$ cat config.mk
export PLATFORM = sky130hd
export DESIGN_NAME = hamming_error_monitor
export DESIGN_NICKNAME = d
export VERILOG_FILES = /design/src/rtl/hamming_error_monitor.sv
export SDC_FILE = /design/constraint.sdc
export NUM_CORES = 1
export LEC_CHECK = 0
export ABC_CLOCK_PERIOD_IN_PS = 7300
export CAP_MARGIN = 0
export CELL_PAD_IN_SITES_DETAIL_PLACEMENT = 0
export CELL_PAD_IN_SITES_GLOBAL_PLACEMENT = 2
export CORE_MARGIN = 1
export CORE_UTILIZATION = 41
export DETAILED_ROUTE_END_ITERATION = 10
export PLACE_DENSITY = 0.83
export SLEW_MARGIN = 20
export SYNTH_ARGS = -nofsm -noshare
export SYNTH_HDL_FRONTEND = slang
export SYNTH_SLANG_ARGS = --single-unit
$ cat constraint.sdc
create_clock -name clk -period 7.3 [get_ports clk]
set_input_delay 1.46 -clock clk [delete_from_list [all_inputs] [get_ports clk]]
set_output_delay 1.46 -clock clk [all_outputs]
set_load 0.02 [all_outputs]
$ cat src/rtl/hamming_error_monitor.sv
// Hamming(7,4) error monitor: snapshots a protected counter, scans one nibble per
// cycle, queues classified error events and keeps saturating error statistics.
module hamming_error_monitor #(
  parameter  int unsigned WIDTH       = 8,
  parameter  int unsigned FIFO_DEPTH  = 4,
  parameter  int unsigned CNT_W       = 8,
  localparam int unsigned BLOCKS      = WIDTH / 4,
  localparam int unsigned PARITY_BITS = BLOCKS * 3,
  localparam int unsigned IDX_W       = (BLOCKS > 1) ? $clog2(BLOCKS) : 1
) (
  input  logic                   clk,
  input  logic                   rst,
  input  logic                   check_req,
  input  logic [WIDTH-1:0]       counter,
  input  logic [PARITY_BITS-1:0] parity_stored,
  output logic                   chk_busy,
  output logic                   check_done,
  output logic                   evt_valid,
  input  logic                   evt_ready,
  output logic [IDX_W-1:0]       evt_block,
  output logic [1:0]             evt_type,
  output logic [2:0]             evt_syndrome,
  output logic [1:0]             evt_bitpos,
  output logic [CNT_W-1:0]       data_err_cnt,
  output logic [CNT_W-1:0]       parity_err_cnt,
  output logic [CNT_W-1:0]       drop_cnt,
  output logic                   overflow
);

  localparam int unsigned PTR_W = $clog2(FIFO_DEPTH);
  localparam int unsigned OCC_W = PTR_W + 1;
  localparam logic [IDX_W-1:0] LAST_IDX = IDX_W'(BLOCKS - 1);
  localparam logic [1:0] TYPE_DATA   = 2'b01;
  localparam logic [1:0] TYPE_PARITY = 2'b10;

  typedef enum logic [1:0] {S_IDLE, S_SCAN, S_DONE} state_t;

  typedef struct packed {
    logic [IDX_W-1:0] blk;
    logic [1:0]       typ;
    logic [2:0]       syn;
    logic [1:0]       pos;
  } evt_t;

  state_t                 r_state;
  logic [IDX_W-1:0]       r_idx;
  logic [WIDTH-1:0]       r_snap_cnt;
  logic [PARITY_BITS-1:0] r_snap_par;
  logic                   r_busy;
  logic                   r_done;

  evt_t                   r_mem [FIFO_DEPTH];
  logic [PTR_W-1:0]       r_wr_ptr;
  logic [PTR_W-1:0]       r_rd_ptr;
  logic [OCC_W-1:0]       r_count;
  logic [CNT_W-1:0]       r_data_cnt;
  logic [CNT_W-1:0]       r_par_cnt;
  logic [CNT_W-1:0]       r_drop_cnt;
  logic                   r_ovf;

  logic [3:0]             w_nibs [BLOCKS];
  logic [2:0]             w_pars [BLOCKS];
  logic [3:0]             w_nib;
  logic [2:0]             w_par;
  logic [2:0]             w_syn;
  logic [1:0]             w_type;
  logic [1:0]             w_pos;
  logic                   w_push;
  logic                   w_pop;
  logic                   w_full;
  logic                   w_write;
  logic                   w_drop;
  evt_t                   w_evt;

  // Split the snapshot into per-block views so the scan index selects one nibble.
  for (genvar g = 0; g < BLOCKS; g++) begin : g_blk
    assign w_nibs[g] = r_snap_cnt[g*4 +: 4];
    assign w_pars[g] = r_snap_par[g*3 +: 3];
  end

  always_comb begin
    w_nib    = w_nibs[r_idx];
    w_par    = w_pars[r_idx];
    w_syn[2] = w_par[2] ^ w_nib[0] ^ w_nib[2] ^ w_nib[3];
    w_syn[1] = w_par[1] ^ w_nib[0] ^ w_nib[1] ^ w_nib[3];
    w_syn[0] = w_par[0] ^ w_nib[0] ^ w_nib[1] ^ w_nib[2];
    w_type   = 2'b00;
    w_pos    = 2'b00;
    // Single-bit syndromes point at a parity bit; the rest name the flipped data bit.
    case (w_syn)
      3'b001: begin w_type = TYPE_PARITY; w_pos = 2'd0; end
      3'b010: begin w_type = TYPE_PARITY; w_pos = 2'd1; end
      3'b100: begin w_type = TYPE_PARITY; w_pos = 2'd2; end
      3'b111: begin w_type = TYPE_DATA;   w_pos = 2'd0; end
      3'b011: begin w_type = TYPE_DATA;   w_pos = 2'd1; end
      3'b101: begin w_type = TYPE_DATA;   w_pos = 2'd2; end
      3'b110: begin w_type = TYPE_DATA;   w_pos = 2'd3; end
      default: begin w_type = 2'b00;      w_pos = 2'd0; end
    endcase
    w_evt   = '{blk: r_idx, typ: w_type, syn: w_syn, pos: w_pos};
    w_push  = (r_state == S_SCAN) && (w_syn != 3'b000);
    w_pop   = (r_count != '0) && evt_ready;
    w_full  = (r_count == OCC_W'(FIFO_DEPTH));
    w_write = w_push && (!w_full || w_pop);
    w_drop  = w_push && w_full && !w_pop;
  end

  always_ff @(posedge clk or posedge rst) begin
    if (rst) begin
      r_state    <= S_IDLE;
      r_idx      <= '0;
      r_snap_cnt <= '0;
      r_snap_par <= '0;
      r_busy     <= 1'b0;
      r_done     <= 1'b0;
    end else begin
      r_done <= 1'b0;
      case (r_state)
        S_IDLE: begin
          if (check_req) begin
            r_snap_cnt <= counter;
            r_snap_par <= parity_stored;
            r_idx      <= '0;
            r_busy     <= 1'b1;
            r_state    <= S_SCAN;
          end
        end
        S_SCAN: begin
          if (r_idx == LAST_IDX) begin
            r_done  <= 1'b1;
            r_state <= S_DONE;
          end else begin
            r_idx <= r_idx + IDX_W'(1);
          end
        end
        S_DONE: begin
          r_busy  <= 1'b0;
          r_state <= S_IDLE;
        end
        default: r_state <= S_IDLE;
      endcase
    end
  end

  // Event FIFO and statistics; a push into a full FIFO survives only if the head pops.
  always_ff @(posedge clk or posedge rst) begin
    if (rst) begin
      r_mem      <= '{default: '0};
      r_wr_ptr   <= '0;
      r_rd_ptr   <= '0;
      r_count    <= '0;
      r_data_cnt <= '0;
      r_par_cnt  <= '0;
      r_drop_cnt <= '0;
      r_ovf      <= 1'b0;
    end else begin
      if (w_write) begin
        r_mem[r_wr_ptr] <= w_evt;
        r_wr_ptr        <= r_wr_ptr + PTR_W'(1);
      end
      if (w_pop) begin
        r_rd_ptr <= r_rd_ptr + PTR_W'(1);
      end
      if (w_write && !w_pop) begin
        r_count <= r_count + OCC_W'(1);
      end else if (!w_write && w_pop) begin
        r_count <= r_count - OCC_W'(1);
      end
      if (w_push && (w_type == TYPE_DATA) && (r_data_cnt != '1)) begin
        r_data_cnt <= r_data_cnt + CNT_W'(1);
      end
      if (w_push && (w_type == TYPE_PARITY) && (r_par_cnt != '1)) begin
        r_par_cnt <= r_par_cnt + CNT_W'(1);
      end
      if (w_drop) begin
        r_ovf <= 1'b1;
        if (r_drop_cnt != '1) begin
          r_drop_cnt <= r_drop_cnt + CNT_W'(1);
        end
      end
    end
  end

  assign chk_busy       = r_busy;
  assign check_done     = r_done;
  assign evt_valid      = (r_count != '0);
  assign evt_block      = r_mem[r_rd_ptr].blk;
  assign evt_type       = r_mem[r_rd_ptr].typ;
  assign evt_syndrome   = r_mem[r_rd_ptr].syn;
  assign evt_bitpos     = r_mem[r_rd_ptr].pos;
  assign data_err_cnt   = r_data_cnt;
  assign parity_err_cnt = r_par_cnt;
  assign drop_cnt       = r_drop_cnt;
  assign overflow       = r_ovf;

endmodule

==> metrics <==
Post-Syn Area 4110 um^2; busiest grt layer met2; top area cells in the synthesized netlist dfrtp_1, mux2_2, xnor2_1; Critical Path RT ~7500 ps; Tcrit/Tclk final 52.0%; Initial DRC Count slightly below 80; worst hold stages 1; share of cells above drive strength 1 22.5%; CTS Hold Bufs 0; Adder-Cell Fraction of Synth Area 2.92%; CTS Sinks 83; Total Routing Usage GR ~16%; diode count 0; Post-Syn Instances approximately 310; Fmax achieved 263 MHz; FF-to-FF path depth 11; worst slew pin tran 807 ps; commonest non-fill, non-tap cell in the layout dfrtp_1; drt via density between 4 and 5; CP Capture Type flip-flop; #FFs+latches synth 83; Placer Congestion 0.728; Routed Antenna Nets 0; fin area 4990 um^2; post-synth top area share slightly above 50%; status complete, no violations; Std-Cell Rows 36; GR Layer Usage met1 22.4%; worst min-delay path class reg2reg; chip width about 100 um; compound-gate portion of the synthesized area roughly 5.4%; Area growth, synth to finish 21.3%; antenna violations before repair 0; clock-pin slew on the worst setup and hold paths 90 ps; RSZ-0062 raised after global routing false; global-route wire length before repair about 13,000 um; largest net degree at the start of global routing 84; XOR/XNOR share of the synthesized area around 7.9%; WL/cell ~15 um; Post-Route Setup TNS 0 ps; Fin. Hold Viols 0; Final nets around 400; Cell Pwr Density roughly 550 nW/um^2; TritonCTS clock tree yes; Final Critical Period 3800 ps; DRC violations left 0; library cells used by synthesis 49; max-cap violations 0; GR Util met2 24.5%; kind of critical path in2reg; final wirelength ~7500 um; setup repair bufs after CTS 0; Die Y 102 um; CTS root buf clkbuf_8; DP HPWL 5160 um; routed via count 2,528; CTS H-tree depth 3; met3 Use GR 3.08%; largest family of logic cells by synthesized area multiplexers; Die Footprint 10,400 um^2; Leak 2.13 nW; Max IR drop VDD 0.211 mV; grt total ovfl 0; vias in the first global route 2,558; Yosys warning total 0; crit-path max FO 6; Post-DP Area 4780 um^2; mux share of post-synthesis cell area 19.7%; area leader, netlist dfrtp_1; final setup violation count 0; Avg Inst Size Synth 13.1 um^2; CP arrival between 4000 and 5000 ps; port buffer count 53; leading cell types in the layout, fill and taps excluded dfrtp_1, clkdlybuf4s50_1, mux2_2; final clock skew 11.3 ps; Starting Density 42.2%; FF/Latch Area 2080 um^2; I/O pin count 54; CTS Buf Count 9; post-synthesis net count 340; Rel. slew slack a little under half; Final Core Density 51.2%; Fillers 917; clock buffer depth 2; Seq/Total Area, Yosys 50.5%; area taken by multi-input logic gates 1930 um^2; Core ar. 9730 um^2; clock latency at the later pin of the worst-skew pair between 300 and 400 ps; drt pass-1 iters 4; final max-slew violation count 0; Startpoint Class primary input; Resize count post-CTS 0; Post-Synth Simple-Gate Area a little over a tenth
## worst max-delay path, stage by stage
cell and delay (ps):
clkdlybuf4s50_1 450, nor4b_1 560, nor2_1 360, nand2_1 190, inv_1 80, ha_1 210, inv_1 70, fa_1 400
mux2_2 270
## through the flow
step	setup slack [ps]	cells	hold WS [ps]	power [W]
finish	3500	510	496	0.00273
global route	3290	510	513	0.00294
CTS	3500	510	501	0.00277
detailed placement	3110	494	481	0.00241
global placement	3170	494	455	0.00238
floorplan	3700	313	444	0.00201
## registers in the layout, indices dropped and copies added (netlist names), 2 cells and up
signal and flops:
r_rd_ptr 2, r_snap_cnt 8, r_state 2, r_wr_ptr 2
drop_cnt 8, r_snap_par 6, parity_err_cnt 8, r_mem 32
r_count 3, data_err_cnt 8
## routing by layer
metal,routed length [um],part of all wire (%)
met1,3740,50
met2,3460,46
met3,210,2.8
met4,125,1.7
met5,0,0
## cells by family after synthesis
family                   count (synthesis)
flip-flops                              83
AND/OR/NAND/NOR                         73
multiplexers                            64
XOR/XNOR                                36
AO/OA/AOI/OAI                           27
buffers and inverters                   21
adder cells (fa/ha/maj)                  9
## Yosys cell counts, drive strengths merged
cell type,number
nor3,3
o21bai,1
o2111a,1
a2111oi,1
buf,6
and3,5
nor2,13
a31o,2
xnor2,25
nand3,12
a211oi,3
and2,3
mux4,8
dfrtp,83
nor3b,1
ha,8
fa,1
nand2,15
mux2i,9
nor4,1
or2,1
nand4b,3
o2111ai,1
nor2b,2
o211a,1
clkbuf,2
mux2,47
xor2,11
nor4b,3
inv,13
o21ai,3
nand3b,1
a21oi,7
nand4,4
nand2b,4
a41oi,1
a21o,6
or3,2
## path summary, 6_finish.rpt
kind,slack [ps],from,to
min in group asynchronous,1610,rst,r_rd_ptr[0]
max,3500,evt_ready,r_count[1]
min reg2reg,500,r_mem[31],r_mem[31]
max in group asynchronous,5150,rst,r_idx
max reg2reg,3880,r_idx,r_count[2]
min,500,r_mem[31],r_mem[31]
## power by group
| part | switching [W] | leakage [nW] | internal (W) |
|---|---|---|---|
| logic | 0.000801 | 1.02 | 0.000739 |
| clock network | 0.000183 | 0.101 | 0.000163 |
| registers | 0.000184 | 1.01 | 0.000664 |
## cell type report
cell class,instances,area share [%]
flip-flops and latches,83,41.7
multi-input cells,209,38.7
repair buffers,56,11.2
well taps,133,3.34
clock buffers,9,2.48
clock inverters,7,1.63
inverters,13,1.00
No activity file was read; power rests on OpenSTA's default activity.
